### src/rtl/pc.sv
// Program counter for the 16-bit core.
// Each rising edge the PC does one of three things:
//   - steps to the next instruction;
//   - takes a PC-relative branch (PC + imm);
//   - jumps to the absolute address in rs.
// out comes straight from the PC register, so no input has a combinational path to it.
module pc #(
  parameter int DATA_W       = 16,
  parameter int PC_IMR_SEL_W = 1,
  parameter int PC_INC       = 1,
  parameter int RESET_PC     = 0
) (
  input  logic                    clock,
  input  logic                    n_rst,
  input  logic [DATA_W-1:0]       imm,
  input  logic [DATA_W-1:0]       rs,
  input  logic [PC_IMR_SEL_W-1:0] imr_sel,
  input  logic                    bre,
  output logic [DATA_W-1:0]       out
);

  localparam logic [DATA_W-1:0]       INC_C    = DATA_W'(PC_INC);
  localparam logic [DATA_W-1:0]       RST_PC_C = DATA_W'(RESET_PC);
  localparam logic [PC_IMR_SEL_W-1:0] SEL_RS_C = PC_IMR_SEL_W'(1);

  logic [DATA_W-1:0] pc_q;
  logic [DATA_W-1:0] pc_d;
  logic [DATA_W-1:0] addend_s;
  logic [DATA_W-1:0] sum_s;

  // Next-PC selection. A single adder adds either the step or the branch offset.
  // imm is relative to the branching instruction itself, not to PC+1.
  // While bre=0 neither imm nor rs can reach pc_d, so X on them is harmless.
  always_comb begin
    addend_s = INC_C;
    pc_d     = pc_q;
    if (bre) begin
      addend_s = imm;
    end else begin
      addend_s = INC_C;
    end
    sum_s = pc_q + addend_s;
    if (bre && (imr_sel == SEL_RS_C)) begin
      pc_d = rs;
    end else begin
      pc_d = sum_s;
    end
  end

  // PC register. Reset is synchronous and takes priority over every other update.
  always_ff @(posedge clock) begin
    if (!n_rst) begin
      pc_q <= RST_PC_C;
    end else begin
      pc_q <= pc_d;
    end
  end

  assign out = pc_q;

endmodule

### config.mk
export PLATFORM = sky130hd
export DESIGN_NAME = pc
export DESIGN_NICKNAME = d
export VERILOG_FILES = /design/src/rtl/pc.sv
export SDC_FILE = /design/constraint.sdc
export NUM_CORES = 1
export LEC_CHECK = 0
export CORE_MARGIN = 2
export CORE_UTILIZATION = 48
export DETAILED_ROUTE_END_ITERATION = 16
export HOLD_SLACK_MARGIN = 0.03
export PLACE_DENSITY = 0.9
export SYNTH_ARGS = -nofsm -noshare
export SYNTH_HDL_FRONTEND = slang
export SYNTH_SLANG_ARGS = --single-unit
### constraint.sdc
create_clock -name clock -period 5.5 [get_ports clock]
set_input_delay 0.55 -clock clock [delete_from_list [all_inputs] [get_ports clock]]
set_output_delay 0.55 -clock clock [all_outputs]
set_load 0.05 [all_outputs]
==> flow_metrics.py, run 1 <==
metrics = {
    "setup_path": {
        "slowest_delay_ps": 800,
        "worstSetupPathType": "primary input to register",
        "cp_cell_sequence": "clkdlybuf4s50_1, nand2b_1, ha_1, fa_1, a21o_1, a221o_2, a2111oi_2, o21bai_1, xnor2_1, o21ai_1",
        "crit_required_ps": 5700,
        "crit_path_end_kind": "register",
        "cp_max_fo": 18,
        "worst_setup_path_start_kind": "primary input",
        "cp.arrival_ps": 3470,
        "slowest_stage": "clkdlybuf4s50_1",
    },
    "drt": {
        "routed_wl_mm": 3.614,
        "drt_iter0_drc": 38,
        "routedWlPerCell_microns": 13.85,
        "first_pass_iters": 4,
        "num_vias": 1480,
        "drc": 0,
        "antenna_left": 0,
        "via_per_inst": 5.670,
    },
    "cells_and_area": {
        "fillCellCount": 237,
        "design_area_sq_um": 1952,
        "final_cell_mix": "clkdlybuf4s50_1, nand2_1, a21oi_1",
        "final_common_cell": "clkdlybuf4s50_1",
        "nets": 283,
        "largest_register_ff_count": 16,
        "multiInputGateArea_sq_um": 1023,
        "diodes": 0,
        "drive_above_1_share_pct": 4.783,
        "register_area_sq_um": 320.3,
        "syn_to_final_growth_pct": 40.16,
    },
    "clocking": {
        "cts_buffers": 3,
        "clockBufferDepth": 2,
        "clk_latency_ps": 300,
        "postCtsHoldBufs": 0,
        "cts-root-buf": "clkbuf_4",
        "post_cts_buffers": 0,
        "path_clk_slew_ps": 110,
        "cts_resized": 0,
        "cts_tree": "yes",
        "numClockSinks": 16,
        "htree_levels": 1,
    },
    "logic_synthesis": {
        "synth_compound_area_share_pct": 24.98,
        "ys_warn_count": 0,
        "synthMuxAreaShare_pct": 1.438,
        "postSynthAreaPerCell_sq_um": 7.652,
        "synth_xor_area_share_pct": 7.547,
        "synthAdderAreaFrac_pct": 14.91,
        "postSynthNetCount": 234,
        "syn_inst": 182,
        "synth_top_family_by_area": "compound AO/OA/AOI/OAI gates",
        "synthesis.area_sq_um": 1393,
        "yosys.area_share.simple_pct": 24.62,
        "ys_ff_latch": 16,
        "yosysSeqAreaShare_pct": 23.00,
        "synth.distinct_cells": 37,
    },
    "timing": {
        "slew_violations": 0,
        "hold_viol": 0,
        "slew-limit-headroom_pct": 54.87,
        "period_share_pct": 59.38,
        "setup_viol": 0,
        "rsz0062_at_grt": "no",
        "setup_tns_ps": 0,
        "fmaxAchievable_mhz": 306.2,
        "period_needed_ps": 3266,
        "clock-skew-final_ps": 11.54,
        "worst_pin_slew_ps": 675.3,
    },
    "floorplan": {
        "dieArea_sq_um": 3348,
        "die_w_microns": 57.86,
        "die_h_microns": 57.86,
        "ioPinCount": 52,
        "coreArea_sq_um": 2758,
        "rows": 19,
        "start_util_pct": 50.50,
    },
    "flow_run": {
        "max-cap-violations": 0,
    },
    "power": {
        "peakVddDrop_mv": 0.2047,
        "p_leak_nw": 0.8179,
        "power_density_nw_per_um2": 251.0,
    },
    "global_route": {
        "grt_pass1_wl_mm": 5.954,
        "antenna_found_initial": 0,
        "grt_max_degree": 21,
        "grt.overflow.total": 0,
        "grt_usage_pct": 22.85,
        "grt_pass1_vias": 1363,
    },
    "status": {
        "status": "finished, final reports clean",
    },
    "placement": {
        "place_area_sq_um": 1916,
        "portBuffers": 51,
        "dp.final_hpwl_mm": 2.800,
        "gp_congestion": 0.9150,
    },
    "worst_hold_path": {
        "hold_class": "register to register",
    },
}
layout make-up:
| type | count | share of cell area, % |
|---|---|---|
| repair buffers | 51 | 26.15 |
| flip-flops and latches | 16 | 16.41 |
| inverters | 6 | 1.154 |
| clock buffers | 4 | 1.859 |
| well taps | 31 | 1.987 |
| multi-input cells | 153 | 52.44 |
cell usage after synthesis:
master | instances | area share (%)
nand2_1 | 22 | 5.9
a21oi_1 | 19 | 6.8
and2_1 | 16 | 7.2
dfxtp_1 | 16 | 23
ha_1 | 15 | 13
nor2_1 | 11 | 3.0
xnor2_1 | 10 | 6.3
clkbuf_1 | 7 | 1.9
inv_1 | 6 | 1.6
nand3_1 | 6 | 2.2
o21ai_0 | 6 | 2.2
a31oi_1 | 5 | 2.2
nor3_1 | 5 | 1.8
a21o_1 | 4 | 2.2
o211ai_1 | 4 | 2.2
a211oi_1 | 3 | 1.6
and3_1 | 3 | 1.3
mux2i_1 | 2 | 1.4
o21bai_1 | 2 | 1.1
or2_2 | 2 | 0.90
xor2_1 | 2 | 1.3
a2111oi_2 | 1 | 1.1
a211o_2 | 1 | 0.72
a221o_1 | 1 | 0.72
a221o_2 | 1 | 0.81
a2bb2oi_1 | 1 | 0.63
a31o_2 | 1 | 0.63
and3_2 | 1 | 0.54
fa_1 | 1 | 1.4
nand2b_1 | 1 | 0.45
nand4_1 | 1 | 0.45
nor2b_1 | 1 | 0.45
nor4_1 | 1 | 0.45
o2111ai_1 | 1 | 0.63
o21ai_1 | 1 | 0.36
o221ai_1 | 1 | 0.63
o31ai_1 | 1 | 0.54
metal layers:
metal | part of all wire [%] | vias to the layer above | global-route usage (%) | wire length, microns
met5 | 0 | - | 0 | 0
met4 | 1.5 | 0 | 7.309 | 55
met3 | 4.8 | 6 | 3.348 | 174
met2 | 47 | 45 | 39.61 | 1715
met1 | 46 | 676 | 29.10 | 1669
li1 | - | 753 | - | -
logic make-up after synthesis:
family / Yosys count
buffers and inverters: 13
multiplexers: 2
XOR/XNOR: 12
AO/OA/AOI/OAI: 53
adder cells (fa/ha/maj): 16
flip-flops: 16
AND/OR/NAND/NOR: 70
power by group:
| group | internal, mW | switching, mW | leakage (nW) |
|---|---|---|---|
| Combinational | 0.111 | 0.152 | 0.664 |
| Clock | 0.0404 | 0.0422 | 0.0210 |
| Sequential | 0.133 | 0.0107 | 0.133 |
through the flow:
stage               hold slack [ps]  setup slack, ps  power, mW  instances  utilization (%)
CTS                           672.2             2205     0.4907        261            70.78
detailed placement            647.7             1871     0.4080        257            69.46
global placement              641.4             1995     0.4039        257            69.46
finish                        672.6             2234     0.4899        261            70.78
global route                  738.2             2049     0.5179        261            70.78
floorplan                     677.6             2863     0.3251        182                -
final timing paths:
kind | startpoint | to | slack (ps) | depth (start not counted)
worst max-delay path | bre | out[12] | 2230 | 10
worst min-delay path | out[0] | out[0] | 670 | 3
worst max register to register | out[0] | out[12] | 3080 | 8
worst min register to register | out[0] | out[0] | 670 | 3
critical path, delay by kind of cell:
family                     cells  cell delay [ps]
adders and majority gates      2              630
AOI/OAI and AO/OA              5             1220
buffers and inverters          1              800
xor gates and xnor gates       1              150
and+or+nand+nor                1              110
Power figures use the tool's default switching activity.
==> run 2: changes to the inputs <==
--- a/config.mk
+++ b/config.mk
@@ -6,10 +6,10 @@
 export NUM_CORES = 1
 export LEC_CHECK = 0
 export CORE_MARGIN = 2
-export CORE_UTILIZATION = 48
+export CORE_UTILIZATION = 44
 export DETAILED_ROUTE_END_ITERATION = 16
 export HOLD_SLACK_MARGIN = 0.03
-export PLACE_DENSITY = 0.9
+export PLACE_DENSITY = 0.84
 export SYNTH_ARGS = -nofsm -noshare
 export SYNTH_HDL_FRONTEND = slang
 export SYNTH_SLANG_ARGS = --single-unit
==> constraint.sdc (replaced) <==
create_clock -name clock -period 3.2 [get_ports clock]
set_input_delay 0.32 -clock clock [delete_from_list [all_inputs] [get_ports clock]]
set_output_delay 0.32 -clock clock [all_outputs]
set_load 0.05 [all_outputs]
==> run 2 against run 1 <==
Against the previous run: die area increased by 8.5%; combinational power increased by 72%; register-to-register slack got worse by 2300 ps; non-clock buffer count up 2; first-iteration DRC count up 26%; critical path type unchanged; clock skew decreased by 11 ps; cell count is 5.4% higher; largest power group unchanged.
==> flow_metrics.py, run 2 (same netlist as run 1, synthesis figures left out) <==
metrics = {
    "global_route": {
        "grt_max_degree": 21,
        "antenna_found_initial": 0,
        "grt_pass1_vias": 1372,
        "grt_usage_pct": 20.99,
        "grt.overflow.total": 0,
        "grt_pass1_wl_mm": 5.768,
    },
    "placement": {
        "dp_cells": 272,
        "gp_congestion": 0.9215,
        "dp.final_hpwl_mm": 2.755,
        "portBuffers": 51,
        "place_area_sq_um": 1947,
    },
    "clocking": {
        "cts_tree": "yes",
        "post_cts_buffers": 0,
        "cts_buffers": 3,
        "clockBufferDepth": 2,
        "clk_latency_ps": 290,
        "htree_levels": 1,
        "path_clk_slew_ps": 90,
        "cts_resized": 0,
        "postCtsHoldBufs": 0,
        "cts-root-buf": "clkbuf_4",
        "numClockSinks": 16,
    },
    "timing": {
        "worst_pin_slew_ps": 661.9,
        "setup_viol": 0,
        "holdWs_ps": 569.8,
        "slew_violations": 0,
        "period_share_pct": 84.12,
        "setup_tns_ps": 0,
        "hold_viol": 0,
        "fmaxAchievable_mhz": 371.5,
        "rsz0062_at_grt": "no",
        "clock-skew-final_ps": 0.7539,
        "period_needed_ps": 2692,
        "slew-limit-headroom_pct": 55.77,
    },
    "setup_path": {
        "worst_setup_path_start_kind": "primary input",
        "crit_required_ps": 3390,
        "slowest_stage": "clkdlybuf4s50_1",
        "slowest_delay_ps": 520,
        "crit_start": "bre",
        "worstSetupPathType": "primary input to register",
        "crit_path_end_kind": "register",
        "cpLargestDelayFamily": "compound AO/OA/AOI/OAI gates",
        "cp_cell_sequence": "clkdlybuf4s50_1, nand2b_1, ha_1, fa_1, a21o_1, a221o_2, a2111oi_2, o21bai_1, xnor2_1, o21ai_1",
        "reg2reg_from": "out[0]",
        "cp_max_fo": 5,
        "cp.arrival_ps": 2880,
        "cp.buffers_inverters": 1,
    },
    "floorplan": {
        "coreArea_sq_um": 3028,
        "start_util_pct": 45.99,
        "die_w_microns": 60.26,
        "die_h_microns": 60.26,
        "dieArea_sq_um": 3631,
        "rows": 20,
        "ioPinCount": 52,
    },
    "cells_and_area": {
        "design_area_sq_um": 1969,
        "instances_no_fill": 275,
        "fillCellCount": 276,
        "drive_above_1_share_pct": 5.195,
        "nets": 285,
        "multiInputGateArea_sq_um": 1023,
        "diodes": 0,
        "final_common_cell": "clkdlybuf4s50_1",
        "largest_register_ff_count": 16,
        "syn_to_final_growth_pct": 41.42,
        "register_area_sq_um": 320.3,
        "final_cell_mix": "clkdlybuf4s50_1, nand2_1, a21oi_1",
    },
    "drt": {
        "first_pass_iters": 4,
        "antenna_left": 0,
        "drc": 0,
        "routedWlPerCell_microns": 12.98,
        "num_vias": 1462,
        "routed_wl_mm": 3.569,
        "via_per_inst": 5.316,
        "drt_iter0_drc": 48,
    },
    "power": {
        "power_frac_comb_pct": 55.9,
        "internal-power_mw": 0.4658,
        "clkPwrFrac_pct": 13.6,
        "switchingPower_mw": 0.3460,
        "peakVddDrop_mv": 0.2008,
        "p_seq_share_pct": 30.6,
        "power_density_nw_per_um2": 412.2,
        "p_leak_nw": 0.8204,
        "total_power_mw": 0.8118,
        "switching_share_pct": 42.62,
    },
    "flow_run": {
        "max-cap-violations": 0,
    },
    "worst_hold_path": {
        "hp-start": "rs[3]",
        "hold_class": "primary input to register",
    },
    "status": {
        "status": "finished, final reports clean",
    },
}
## run 2: cell types whose count changed in the layout (fill, tap and decap cells not counted), sizes merged
cell / delta
buf: +2
clkbuf: -1
## run 2: per-layer routing
layer | track usage [%] | wire length, microns | share of wire [%] | vias up
li1 | - | - | - | 753
met1 | 27.97 | 1750 | 49 | 659
met2 | 35.09 | 1594 | 45 | 45
met3 | 1.515 | 175 | 4.9 | 5
met4 | 7.937 | 48 | 1.3 | 0
met5 | 0 | 0 | 0 | -
## run 2: per-stage QoR
stage	utilization [%]	worst slack, ps
2_1_floorplan	-	671.6
3_3_place_gp	64.30	209.8
3_5_place_dp	64.30	195.5
4_1_cts	65.04	503.3
5_1_grt	65.04	289.9
6_report	65.04	508.2
## run 2: cell type report
class	count	area share (%)
tap	44	2.795
inverter	6	1.144
timing repair buffer	53	26.68
clock buffer	3	1.144
multi-input combinational	153	51.97
sequential	16	16.26
## run 2: worst register-to-register path: stages, from the launching register on
cell and delay (ps):
dfxtp_1 330, ha_1 220, fa_1 400, a21o_1 210, a221o_2 420, a2111oi_2 390
o21bai_1 140, xnor2_1 150, o21ai_1 70
## run 2: path summary, 6_finish.rpt
path,end,slack (ps),cells after the start
worst max register to register,out[12],780,8
worst min register to register,out[15],670,3
worst max-delay path,out[12],510,10
worst min-delay path,out[3],570,3
## run 2: power groups by stage
stage	clock network (mW)	logic [mW]	registers, mW
2_1_floorplan	0	0.204	0.355
3_3_place_gp	0	0.447	0.252
3_5_place_dp	0	0.449	0.253
4_1_cts	0.110	0.452	0.248
5_1_grt	0.116	0.492	0.251
6_report	0.110	0.453	0.248
==> RTL edit 1, RTL diff (settings of run 1) <==
Register the output `out` once more, with the module's reset; this adds one clock of latency there. Comments in the files are not updated.
--- a/src/rtl/pc.sv
+++ b/src/rtl/pc.sv
@@ -56,7 +56,13 @@
     end
   end
 
-  assign out = pc_q;
+  always_ff @(posedge clock) begin
+    if (!n_rst) begin
+      out <= '0;
+    end else begin
+      out <= pc_q;
+    end
+  end
 
 endmodule
 
Behaviour: not the same (a bounded check fails within 4 cycles, from zero or initial values and one cycle with n_rst low).
==> RTL edit 1 against run 1 <==
- sequential share of layout area grew 9.4 points
- power grew 54%
- sequential cell count grew 16
- routed wire length grew 17%
- synthesized area grew 30%
- setup slack lost 0.084 ns
- global-route usage shrank 1.5 points
- core utilization shrank 2.9 points
- design area grew 27%
- largest cell class unchanged
==> RTL edit 1: results (changes against run 1) <==
number of different library cells in the post-synthesis netlist=37 (unchanged); Synthesized Nets=267 (+14%); minimum setup slack among reg-to-reg paths=3.02 ns (-0.06 ns); origin of the critical flop-to-flop path=pc_q[0]; register area share after synthesis=0.353 (+0.123); largest registers in the final layout=out: 16 flops, pc_q: 16 flops; cell types with the highest counts after synthesis=32 x sky130_fd_sc_hd__and2_1, 32 x sky130_fd_sc_hd__dfxtp_1, 22 x sky130_fd_sc_hd__nand2_1; worst hold path endpoint=out[13]; dominant register cell in the synthesized netlist=sky130_fd_sc_hd__dfxtp_1; number of global-route vias before repair=1653 (+21%); GRT Total Usage=0.213 (-0.0152); met1 routing resource usage after global routing=0.244 (-0.0469); Inserted Clock Buffers=5 (+2); type of the tightest min-delay check=flop to flop; worst setup skew after layout=0.00817 ns (-0.00337 ns); worst hold margin=0.459 ns (-0.213 ns); transition time at the pin with the least slew margin=0.744 ns (+0.0686 ns); wire length of the first global-routing pass=6.96 mm (+17%); leading post-synthesis cells by cell area=sky130_fd_sc_hd__dfxtp_1 35%, sky130_fd_sc_hd__and2_1 11%, sky130_fd_sc_hd__ha_1 10%, sky130_fd_sc_hd__a21oi_1 5.2%, sky130_fd_sc_hd__xnor2_1 4.8%; met2 track utilization from global routing=0.378 (-0.0186); largest net degree at the start of global routing=26 (+24%); drt wl/cell=13.5 um (-2.6%); Max VDD drop=242 uV (+18%); outcome=finished, final reports clean; worst hold path cell count=1 (-2); number of warnings printed during yosys synthesis=0 (unchanged); Detailed Route Iter0 Violations=62 (+63%); HPWL reported at the end of detailed placement=3.10 mm (+11%); H-tree depth=2 (+1); worst-path fanout max=18 (unchanged); switching share of total power=0.305 (-0.114); Crit Reg-Reg Endpoint=pc_q[12]; hold wc startpoint=pc_q[13]; static leakage=0.00104 uW (+27%); Nets=317 (+12%); met3 Use GR=0.0479 (+0.0145); clock transition at the register clock pins on the worst setup and hold paths after CTS=0.07 ns (-0.04 ns); GPL Wtd Cong=0.881 (-3.8%); share of post-route cells with drive strength above 1=0.0564 (+0.00856); clock latency at the later pin of the worst-skew pair=between 0.2 and 0.3 ns; CP arrival=3.53 ns (+0.06 ns); antenna violations before repair=0 (unchanged); Setup Fix Bufs, Post-CTS=0 (unchanged); placed inst area=2360 um2 (+23%); depth of the worst register-to-register path=8 (unchanged); via density per instance=5.36 (-5.5%); master cell of the clock root buffer=sky130_fd_sc_hd__clkbuf_8
-- RTL edit 1: final cells by class --
type	instances	area (um2)
Sequential cell	32	641
Clock buffer	7	96.3
Timing Repair Buffer	51	510
Clock inverter	1	30.0
Tap cell	48	60.1
Multi-Input combinational cell	169	1120
Inverter	6	22.5
Fill cell	301	1180
-- RTL edit 1: logic make-up after synthesis --
kind of cell / share of synthesized area
compound gates: 0.191
xor+xnor: 0.0579
fa+ha+maj: 0.114
simple gates: 0.244
mux: 0.0110
buf+inv: 0.0289
flops: 0.353
-- RTL edit 1: power groups by stage --
| stage | logic, uW | clock network [uW] | registers, uW |
|---|---|---|---|
| floorplan | 125 | 0 | 309 |
| global placement | 226 | 0 | 276 |
| detailed placement | 231 | 0 | 277 |
| CTS | 232 | 251 | 272 |
| global route | 254 | 261 | 274 |
| finish | 233 | 249 | 272 |
-- RTL edit 1: routing by layer --
layer  wire, um  up-vias
met4         80        0
met3        217        8
met1       1840      774
li1           -      855
met5          0        -
met2       2100       45
-- RTL edit 1: metrics by stage --
step                      instances  worst slack [ns]
after floorplan                 215              2.86
after global placement          306              1.97
after detailed placement        306              1.87
after CTS                       314              2.18
after global routing            314              1.94
final                           314              2.15
-- RTL edit 1: worst max-delay path by stage --
stage	start	to	slack (ns)	cells after the start
2_1_floorplan	imm[0]	pc_q[12]	2.86	9
3_3_place_gp	bre	pc_q[12]	1.97	10
3_5_place_dp	bre	pc_q[12]	1.87	10
4_1_cts	bre	pc_q[12]	2.18	10
5_1_grt	bre	pc_q[12]	1.94	10
6_report	bre	pc_q[12]	2.15	10
-- RTL edit 1: worst max-delay path, stage by stage --
cell and delay (ns):
sky130_fd_sc_hd__clkdlybuf4s50_1 0.79, sky130_fd_sc_hd__nand2b_1 0.12, sky130_fd_sc_hd__ha_1 0.23, sky130_fd_sc_hd__fa_1 0.40, sky130_fd_sc_hd__a21o_1 0.20, sky130_fd_sc_hd__a221o_2 0.42, sky130_fd_sc_hd__a2111oi_2 0.41, sky130_fd_sc_hd__o21bai_1 0.14
sky130_fd_sc_hd__xnor2_1 0.18, sky130_fd_sc_hd__o21ai_1 0.07
==> RTL edit 2, RTL diff (settings of run 1) <==
Made on the original files. Set the parameter `DATA_W` to 12 (it was 16).
--- a/src/rtl/pc.sv
+++ b/src/rtl/pc.sv
@@ -5,7 +5,7 @@
 //   - jumps to the absolute address in rs.
 // out comes straight from the PC register, so no input has a combinational path to it.
 module pc #(
-  parameter int DATA_W       = 16,
+  parameter int DATA_W       = 12,
   parameter int PC_IMR_SEL_W = 1,
   parameter int PC_INC       = 1,
   parameter int RESET_PC     = 0
Interface: changed (resized imm, out and rs); port bits go from 52 to 40. The function was not compared with the original's and may differ.
==> RTL edit 2 against run 1 <==
- design area shrank 24%
- synthesized area fell by 25%
- routed wire length fell by 18%
- count of clock-buffer cells in the layout did not move
- power decreased by 26%
- setup slack better by 0.31 ns
- sequential cell count shrank 4
- critical path type unchanged
- largest cell class unchanged
- sequential share of layout area decreased by 0.21 points
==> RTL edit 2: results (changes against run 1) <==
H-tree depth=1 (unchanged); hold bufs inserted after CTS=0 (unchanged); Clock Path Buffers=2 (unchanged); type of the tightest min-delay check=flop to flop; leading post-synthesis cells by cell area=sky130_fd_sc_hd__dfxtp_1 23%, sky130_fd_sc_hd__ha_1 13%, sky130_fd_sc_hd__and2_1 5.4%, sky130_fd_sc_hd__nand2_1 5.0%, sky130_fd_sc_hd__a21oi_1 3.3%; Pre-Repair DR Iteration Count=4 (unchanged); largest net degree at the start of global routing=16 (-24%); outcome=finished, final reports clean; drt wl/cell=15.1 um (+8.8%); count of instances resized after the clock tree is built=0 (unchanged); number of flip-flops in the largest register=12 (-4); GRT Total Usage=0.250 (+0.0218); diode count=0 (unchanged); CP arrival=3.16 ns (-0.31 ns); IO buf count=39 (-24%); HPWL reported at the end of detailed placement=2.15 mm (-23%); area of the die=2580 um2 (-23%); static leakage=0.000614 uW (-25%); Setup WS pre-CTS=2.36 ns (+0.491 ns); number of warnings printed during yosys synthesis=0 (unchanged); Max VDD drop=137 uV (-33%); antenna violations before repair=0 (unchanged); Max-Slew Margin vs Limit=0.621 (+0.0719); Setup Fix Bufs, Post-CTS=0 (unchanged); Tcrit/Tclk final=0.537 (-0.0567); worst-path fanout max=14 (-4); DR vias=1160 (-22%); clock transition at the register clock pins on the worst setup and hold paths after CTS=0.09 ns (-0.02 ns); GPL Wtd Cong=0.882 (-3.7%); register area share after synthesis=0.229 (-0.00117); wire length of the first global-routing pass=4.82 mm (-19%); dominant register cell in the synthesized netlist=sky130_fd_sc_hd__dfxtp_1; number of global-route vias before repair=1104 (-19%); share of post-route cells with drive strength above 1=0.0706 (+0.0228); worst setup skew after layout=0.00198 ns (-0.00956 ns); Post-synth ARST share=0 (unchanged); number of different library cells in the post-synthesis netlist=43 (+16%); fillcell total=156 (-34%); clock latency at the later pin of the worst-skew pair=0.28 ns (-0.02 ns); Synthesized Nets=172 (-26%); Inserted Clock Buffers=3 (unchanged); Nets=211 (-25%); Detailed Route Iter0 Violations=15 (-61%); cell types with the highest counts after synthesis=14 x sky130_fd_sc_hd__nand2_1, 12 x sky130_fd_sc_hd__dfxtp_1, 11 x sky130_fd_sc_hd__ha_1
## RTL edit 2: power by group
part	switching [uW]	leakage [uW]	total [uW]	internal [uW]
Combinational	106	0.000494	180	74.9
Clock	35.9	0.0000210	76.2	40.3
Sequential	7.30	0.0000995	106	98.7
## RTL edit 2: final timing paths
kind	startpoint	end	slack, ns	cells after the start
setup / recovery	bre	out[8]	2.55	10
hold / removal	out[1]	out[1]	0.70	3
setup reg to reg	out[0]	out[8]	3.34	8
hold reg to reg	out[1]	out[1]	0.70	3
## RTL edit 2: final cells by class
| class | instances | share of cell area |
|---|---|---|
| multi-input combinational | 110 | 0.515 |
| timing repair buffer | 39 | 0.263 |
| sequential | 12 | 0.162 |
| clock buffer | 4 | 0.0245 |
| tap | 27 | 0.0228 |
| inverter | 5 | 0.0127 |
## RTL edit 2: worst max-delay path, stage by stage
cell,delay (ns)
sky130_fd_sc_hd__clkdlybuf4s50_1,0.75
sky130_fd_sc_hd__nand2b_1,0.11
sky130_fd_sc_hd__ha_1,0.24
sky130_fd_sc_hd__inv_1,0.09
sky130_fd_sc_hd__fa_1,0.20
sky130_fd_sc_hd__nand2b_1,0.17
sky130_fd_sc_hd__a21oi_2,0.09
sky130_fd_sc_hd__o41ai_1,0.54
sky130_fd_sc_hd__xor2_1,0.16
sky130_fd_sc_hd__a211oi_1,0.25
## RTL edit 2: logic make-up (layout without fill, tap and decap cells)
family	after synthesis	after routing	synth area share
AND/OR/NAND/NOR	52	52	0.255
AO/OA/AOI/OAI	40	40	0.271
adder cells (fa/ha/maj)	12	12	0.150
flip-flops	12	12	0.229
buffers and inverters	10	48	0.0441
XOR/XNOR	5	5	0.0417
multiplexers	1	1	0.00954
## RTL edit 2: through the flow
stage / cell area (um2) / std cells / utilization
after floorplan: 1050 / 132 / -
after global placement: 1450 / 193 / 0.715
after detailed placement: 1450 / 193 / 0.715
after CTS: 1480 / 197 / 0.733
after global routing: 1480 / 197 / 0.733
final: 1480 / 197 / 0.733
## RTL edit 2: metal layers
layer / part of all wire / up-vias / track usage
met1: 0.39 / 526 / 0.309
met3: 0.077 / 9 / 0.0179
met2: 0.50 / 65 / 0.432
met5: 0 / - / 0
met4: 0.027 / 0 / 0.131
li1: - / 560 / -
